--- config.mk ---
export PLATFORM = sky130hd
export DESIGN_NAME = aq_sequencer
export DESIGN_NICKNAME = d
export VERILOG_FILES = /design/src/rtl/aq_sequencer.sv
export SDC_FILE = /design/constraint.sdc
export NUM_CORES = 1
export LEC_CHECK = 0
export ABC_AREA = 1
export CORE_ASPECT_RATIO = 0.75
export CORE_UTILIZATION = 27
export CTS_CLUSTER_DIAMETER = 40
export DETAILED_ROUTE_END_ITERATION = 10
export GPL_ROUTABILITY_DRIVEN = 1
export GPL_TIMING_DRIVEN = 0
export REMOVE_ABC_BUFFERS = 1
export SLEW_MARGIN = 20
export SYNTH_ARGS = -nofsm -noshare
export SYNTH_HDL_FRONTEND = slang
export SYNTH_SLANG_ARGS = --single-unit
--- constraint.sdc ---
create_clock -name clk -period 4.7 [get_ports clk]
set_clock_uncertainty 0.05 [all_clocks]
set_input_delay 1.41 -clock clk [delete_from_list [all_inputs] [get_ports clk]]
set_output_delay 1.41 -clock clk [all_outputs]
set_load 0.02 [all_outputs]
--- src/rtl/aq_sequencer.sv ---
// aq_sequencer: operand latch, AQ/M registers, iteration counter and the
// IDLE/RUN/DONE control for the shift/add datapath. The per-step arithmetic
// lives in an external combinational stage fed through the st_* ports.
// Signed Booth multiply (op=00) and unsigned restoring divide (op=01) are
// accepted; op=1x and divide-by-zero are rejected with a one-cycle error.
module aq_sequencer #(
    parameter int N = 4
) (
    input  logic           clk,
    input  logic           rst,
    input  logic           start,
    input  logic [1:0]     op,
    input  logic [N-1:0]   data_a,
    input  logic [N-1:0]   data_b,
    output logic           busy,
    output logic           done,
    output logic           error,
    output logic [N-1:0]   result_hi,
    output logic [N-1:0]   result_lo,
    output logic [N-1:0]   st_a,
    output logic [N:0]     st_q,
    output logic [N-1:0]   st_a_plus_m,
    output logic [N-1:0]   st_a_minus_m,
    output logic [2*N:0]   st_aq_reg,
    output logic           st_msb_AM,
    output logic           st_ov_count,
    output logic           st_msb_reg_A,
    output logic [1:0]     st_op,
    input  logic [2*N:0]   st_aq_out
);

    localparam int CW = $clog2(N) + 1;
    localparam logic [CW-1:0] CNT_LAST = CW'(N - 1);
    localparam logic [CW-1:0] CNT_ONE  = CW'(1);

    typedef enum logic [1:0] {
        S_IDLE = 2'd0,
        S_RUN  = 2'd1,
        S_DONE = 2'd2
    } state_t;

    state_t          state_r;
    state_t          state_s;
    logic [2*N:0]    aq_r;
    logic [N-1:0]    m_r;
    logic [CW-1:0]   cnt_r;
    logic [1:0]      op_r;
    logic [N-1:0]    result_hi_r;
    logic [N-1:0]    result_lo_r;
    logic            done_r;
    logic            error_r;

    logic            load_s;
    logic            reject_s;
    logic            step_s;
    logic            finish_s;
    logic [2*N:0]    sh_s;

    // Next-state and per-cycle control decode.
    always_comb begin
        state_s  = state_r;
        load_s   = 1'b0;
        reject_s = 1'b0;
        step_s   = 1'b0;
        finish_s = 1'b0;
        case (state_r)
            S_IDLE: begin
                if (start) begin
                    if ((op == 2'b00) || ((op == 2'b01) && (data_a != {N{1'b0}}))) begin
                        load_s  = 1'b1;
                        state_s = S_RUN;
                    end else begin
                        reject_s = 1'b1;
                        state_s  = S_IDLE;
                    end
                end else begin
                    state_s = S_IDLE;
                end
            end
            S_RUN: begin
                step_s = 1'b1;
                if (cnt_r == CNT_LAST) begin
                    state_s = S_DONE;
                end else begin
                    state_s = S_RUN;
                end
            end
            S_DONE: begin
                finish_s = 1'b1;
                state_s  = S_IDLE;
            end
            default: begin
                state_s = S_IDLE;
            end
        endcase
    end

    // Stage feed: divide presents AQ pre-shifted left; multiply presents it as is.
    always_comb begin
        sh_s = {aq_r[2*N-1:0], 1'b0};
        if (op_r == 2'b01) begin
            st_a        = sh_s[2*N:N+1];
            st_q        = sh_s[N:0];
            st_a_plus_m = sh_s[2*N:N+1];
        end else begin
            st_a        = aq_r[2*N:N+1];
            st_q        = aq_r[N:0];
            st_a_plus_m = aq_r[2*N:N+1] + m_r;
        end
        st_a_minus_m = st_a - m_r;
    end

    // State, datapath registers and registered status/result outputs.
    always_ff @(posedge clk) begin
        if (rst) begin
            state_r     <= S_IDLE;
            aq_r        <= {(2*N+1){1'b0}};
            m_r         <= {N{1'b0}};
            cnt_r       <= {CW{1'b0}};
            op_r        <= 2'b00;
            result_hi_r <= {N{1'b0}};
            result_lo_r <= {N{1'b0}};
            done_r      <= 1'b0;
            error_r     <= 1'b0;
        end else begin
            state_r <= state_s;
            done_r  <= finish_s;
            error_r <= reject_s;
            if (load_s) begin
                aq_r  <= {{N{1'b0}}, data_b, 1'b0};
                m_r   <= data_a;
                cnt_r <= {CW{1'b0}};
                op_r  <= op;
            end else if (step_s) begin
                aq_r  <= st_aq_out;
                cnt_r <= cnt_r + CNT_ONE;
            end else begin
                aq_r  <= aq_r;
                cnt_r <= cnt_r;
            end
            // Both ops keep their answer in AQ[2N:1]: product, or {remainder, quotient}.
            if (finish_s) begin
                result_hi_r <= aq_r[2*N:N+1];
                result_lo_r <= aq_r[N:1];
            end else begin
                result_hi_r <= result_hi_r;
                result_lo_r <= result_lo_r;
            end
        end
    end

    assign busy         = (state_r != S_IDLE);
    assign done         = done_r;
    assign error        = error_r;
    assign result_hi    = result_hi_r;
    assign result_lo    = result_lo_r;
    assign st_aq_reg    = aq_r;
    assign st_op        = op_r;
    assign st_msb_AM    = 1'b0;
    assign st_ov_count  = 1'b0;
    assign st_msb_reg_A = 1'b0;

endmodule

### Word level (Yosys, flattened, before mapping)

Cells that the tools add are included.
Widths: inputs -> output; s select.

* add/subtract/negate cells: 3
* equality and inequality tests: 5
* multiplexer cells: 15
* bitwise logic cells: 2
* reductions and logical operators: 9

Operators by type and width (count)
* $mux 5: 3
* $mux 4: 2
* $mux 1: 7
* $eq 2x1->1 const B: 3
* $add 4x4->4: 1
* $logic_not 2->1: 2
* $mux 2: 2
* $pmux 2 s2: 1
* $reduce_bool 2->1: 2
* $reduce_bool 4->1: 1
* $sub 4x4->4: 1
* $add 3x1->3 const B: 1
* $eq 3x2->1 const B: 1
* $reduce_or 3->1: 1
* $eq 2x2->1 const B: 1
* $not 1->1: 2
* $reduce_or 2->1: 1
* $logic_and 1x1->1: 1
* $logic_or 1x1->1: 1

* flip-flop bits (word level): 30
* input bits: 22
* output and inout bits: 42
* logic and storage cells: 44

### Logic depth before layout (Yosys ltp)

* depth after elaboration: 7
* gate-level depth with buffers: 12
* mapped depth without buffers: 12

### Least setup slack after synthesis

No wires, ideal clock.

* path kind: register to output
* start point: register op_r[1] (netlist: st_op[1])
* end point: output st_a_minus_m[2]
* arrival: 2272 ps
* required time: 3240 ps
* setup slack: 968 ps
* cell stages (with the launch flop): 10
* buffers on the path: 0
* cell sequence: dfxtp_1 -> inv_1 -> nand2_1 -> clkinv_1 -> o21ai_0 -> inv_1 -> ha_1 -> inv_1 -> fa_1 -> xor2_1

* cells in the longest elaborated chain, start to end: 3

Ends and longest elaborated chain
* from (decl): line 47 `logic [1:0] op_r;`
* from (signal assigned): line 133 `op_r <= op;`
* $eq 2x1->1: line 101 `if (op_r == 2'b01) begin`
* $mux 4: line 101
* net st_a[0]: line 20 `output logic [N-1:0] st_a,`
* $sub 4x4->4: line 110 `st_a_minus_m = st_a - m_r;`
* to (decl): line 23 `output logic [N-1:0] st_a_minus_m,`

The timed path passes the listed nets, and every way through them passes these cells.

### Worst setup path after layout

* start point: register op_r[1] (netlist: st_op[1])
* end point: output st_a_minus_m[2]

* cells in the longest elaborated chain, start to end: 3

Ends and longest elaborated chain (line)
* $eq 2x1->1: 101
* $mux 4: 101
* $sub 4x4->4: 110

Every way passes these cells.

==> impl_results.rst <==
.. list-table::
   :header-rows: 1

   * - Metric
     - Value
   * - Run status
     - finished clean
   * - Initial antenna violation count
     - 0
   * - Worst-path cell with the longest stage delay
     - sky130_fd_sc_hd__clkdlybuf4s50_1
   * - Register-to-Register Setup Slack
     - 2.83 ns
   * - Reg2reg path depth
     - 5
   * - Syn Area/Cell
     - 7.296 sq um
   * - Final Hold Fails
     - 0
   * - RSZ-0062 raised after global routing
     - false
   * - First-pass DRT Iterations
     - 4
   * - Clock insertion delay at the later pin of the skew report
     - 0.28 ns
   * - Cell taking the most area after synthesis
     - sky130_fd_sc_hd__dfxtp_1
   * - Tightest Pin Transition
     - 0.7460 ns
   * - Total clock sinks
     - 30
   * - Reg-to-reg startpoint
     - state_r[0]$_SDFF_PP0_
   * - Number of register bits inferred by synthesis
     - 30
   * - Area growth from synthesis to final layout
     - 46.20%
   * - Drc violations
     - 0
   * - Setup crit start kind
     - flop
   * - Power, Total
     - 642.5 uW
   * - I/O pins
     - 64
   * - Diodes inserted
     - 0
   * - Ratio of cells with drive above 1 in the final layout
     - 0.07500
   * - Vias per cell
     - 4.310
   * - Row Count
     - 23
   * - Worst setup EP type
     - output pin
   * - Top post-synthesis cells by area
     - sky130_fd_sc_hd__dfxtp_1 38%, sky130_fd_sc_hd__nand2_1 13%, sky130_fd_sc_hd__a21oi_1 7.8%
   * - Fraction of synthesized cell area taken by the top area cell type
     - 0.3759
   * - Setup Crit Path Kind
     - flop to output pin
   * - CTS H-tree depth
     - 2
   * - Arrival time reported for the critical path endpoint
     - 2.84 ns
   * - Register clock-pin slew on the reported worst setup and hold paths
     - 0.06 ns
   * - Hold buffer count at cts
     - 0
   * - Number of flops mapped to enable cells by yosys
     - 0
   * - Largest register FFs
     - 9
   * - Netlist area before placement
     - 1598 sq um
   * - Peak ir drop on the vdd network
     - 0.1421 mV
   * - Worst path max stage delay
     - 0.62 ns
   * - End of the worst register-to-register path
     - cnt_r[2]$_SDFFE_PP0P_
   * - Maximum fanout along the worst path
     - 13
   * - Placer Congestion
     - 0.7464
   * - Worst hold path startpoint
     - cnt_r[1]$_SDFFE_PP0P_
   * - Number of max-capacitance violations reported
     - 0
   * - Cell mode on critical path
     - sky130_fd_sc_hd__inv_1
   * - Number of buffers inserted during clock tree synthesis
     - 5
   * - Residual overflow from global routing
     - 0
   * - ANT nets after route
     - 0
   * - Number of synthesis warnings
     - 0
   * - Most instantiated library cell after synthesis
     - sky130_fd_sc_hd__nand2_1
   * - Post-DP HPWL
     - 3255 microns
   * - First-pass GRT wire length
     - 7003 microns
   * - Final Routed Wirelength
     - 4216 microns
   * - Count of buffer and inverter cells on the critical path
     - 5
   * - Initial Utilization
     - 0.2892
   * - Cell chain of the critical path
     - inv_1 -> nand2_2 -> clkinvlp_4 -> nand2_1 -> o21ai_0 -> inv_1 -> ha_1 -> inv_1 -> fa_1 -> xor2_1 -> clkdlybuf4s50_1
   * - PwrDens
     - 275.1 nW/um^2
   * - Top achievable clock speed
     - 232.6 MHz
   * - End of the worst hold path
     - cnt_r[1]$_SDFFE_PP0P_
   * - Wire length per cell
     - 11.88 microns
   * - Die footprint
     - 6232 sq um
   * - Dominant synthesized flop cell
     - sky130_fd_sc_hd__dfxtp_1
   * - Max Slew Vio Count
     - 0
   * - Core area
     - 5525 sq um
   * - Number of distinct library cell variants in the gate-level netlist after synthesis
     - 30
   * - Min-Delay Path Class
     - flop to flop
   * - Nets
     - 311
   * - Maximum root-to-sink buffer count
     - 2
   * - Crit share post-route
     - 0.9148
   * - Root cell of the clock tree
     - sky130_fd_sc_hd__clkbuf_8
   * - Slew headroom
     - 0.5009
   * - CP delay by family, top
     - buffers and inverters
   * - Top cell types by occurrence after synthesis
     - 55 x sky130_fd_sc_hd__nand2_1, 30 x sky130_fd_sc_hd__dfxtp_1, 27 x sky130_fd_sc_hd__inv_1, 25 x sky130_fd_sc_hd__a21oi_1
   * - Combined global-route utilization of all metal layers
     - 0.1470
   * - Crit path required time
     - 3.24 ns
   * - Cells after synthesis
     - 219
   * - Final setup viols
     - 0
   * - Minimum clock period after layout
     - 4.300 ns
   * - Vias in the first global route
     - 1,458
   * - Clock tree from TritonCTS
     - done
   * - Worst hold path stage count
     - 2
   * - Maximum number of pins on one net before global-route repair
     - 17
   * - Sequential-to-total area share from yosys stat
     - 0.3759
   * - Die extent in y
     - 68.62 microns
   * - Via count
     - 1,530
   * - Chip width
     - 90.83 microns
   * - Setup TNS
     - 0 ns
   * - Static leakage
     - 0.9391 nW
   * - Violation count after the first detailed-routing iteration
     - 55
   * - Number of buffers inserted by port buffering
     - 60
   * - Asr flop ratio synth
     - 0
cell type report:
cell class / instances / area [sq um]
well taps: 75 / 93.84
repair buffers: 60 / 600.6
multi-input cells: 151 / 829.5
inverters: 31 / 120.1
clock inverters: 1 / 5.005
fillers: 572 / 3189
clock buffers: 7 / 86.33
flip-flops and latches: 30 / 600.6
placed cells by master (no fill, tap or decap), drive strengths merged, types with 2 or more instances in the layout:
cell type      instances
ha                     8
clkbuf                 7
clkinv                 2
nand3                 10
xor2                   2
o21ai                 15
nand4                  4
xnor2                  2
conb                   3
a21oi                 25
nand2                 56
inv                   29
clkdlybuf4s50         60
nor2                  17
or2                    2
fa                     2
dfxtp                 30
per-layer routing:
| layer | up-vias | GRT usage | share of wire |
|---|---|---|---|
| li1 | 817 | - | - |
| met1 | 657 | 0.1814 | 0.50 |
| met2 | 52 | 0.2396 | 0.40 |
| met3 | 4 | 0.05373 | 0.087 |
| met4 | 0 | 0.05357 | 0.011 |
| met5 | - | 0 | 0 |
cells by family after synthesis:
| family | Yosys count | share of synthesized area |
|---|---|---|
| simple gates | 91 | 0.2623 |
| buf+inv | 40 | 0.1112 |
| other cells | 1 | 0.002347 |
| flops | 30 | 0.3759 |
| xor+xnor | 4 | 0.02193 |
| fa+ha+maj | 10 | 0.08771 |
| compound gates | 43 | 0.1386 |
how the worst max path moves through the flow:
stage                                      from              end  slack, ns  cells past startpoint
after floorplan           st_op[1]$_SDFFE_PP0P_  st_a_minus_m[2]       0.76                      9
after global placement    st_op[1]$_SDFFE_PP0P_  st_a_minus_m[2]       0.38                     11
after detailed placement  st_op[1]$_SDFFE_PP0P_  st_a_minus_m[2]       0.39                     11
after CTS                 st_op[1]$_SDFFE_PP0P_  st_a_minus_m[2]       0.08                     11
after global routing      st_op[1]$_SDFFE_PP0P_  st_a_minus_m[3]       0.18                     10
final                     st_op[1]$_SDFFE_PP0P_  st_a_minus_m[2]       0.40                     11
what timing repair did:
action                     in CTS  in global routing
resized for setup               0                  2
setup endpoints to repair       0                  3
setup buffers                   0                  0
metrics by stage:
stage,hold WS (ns),setup WS [ns],instances,utilization,area [sq um]
2_1_floorplan,0.3909,0.7620,212,-,1544
3_3_place_gp,0.3938,0.3822,347,0.4051,2238
3_5_place_dp,0.3970,0.3918,347,0.4051,2238
4_1_cts,0.4061,0.08028,355,0.4216,2330
5_1_grt,0.4528,0.1750,355,0.4228,2336
6_report,0.4162,0.4003,355,0.4228,2336
tightest hold or removal path, delay by kind of cell, from the launching register on:
family	cells	cell delay [ns]
AND/OR/NAND/NOR	1	0.06
flip-flops	1	0.31
AO/OA/AOI/OAI	1	0.05
power by group:
| part | switching, mW | internal, mW | leakage (nW) |
|---|---|---|---|
| logic | 0.0843 | 0.0727 | 0.647 |
| clock network | 0.0952 | 0.118 | 0.0482 |
| registers | 0.00932 | 0.263 | 0.244 |
| total | 0.189 | 0.454 | 0.939 |
(Power assumes the default switching activity.)
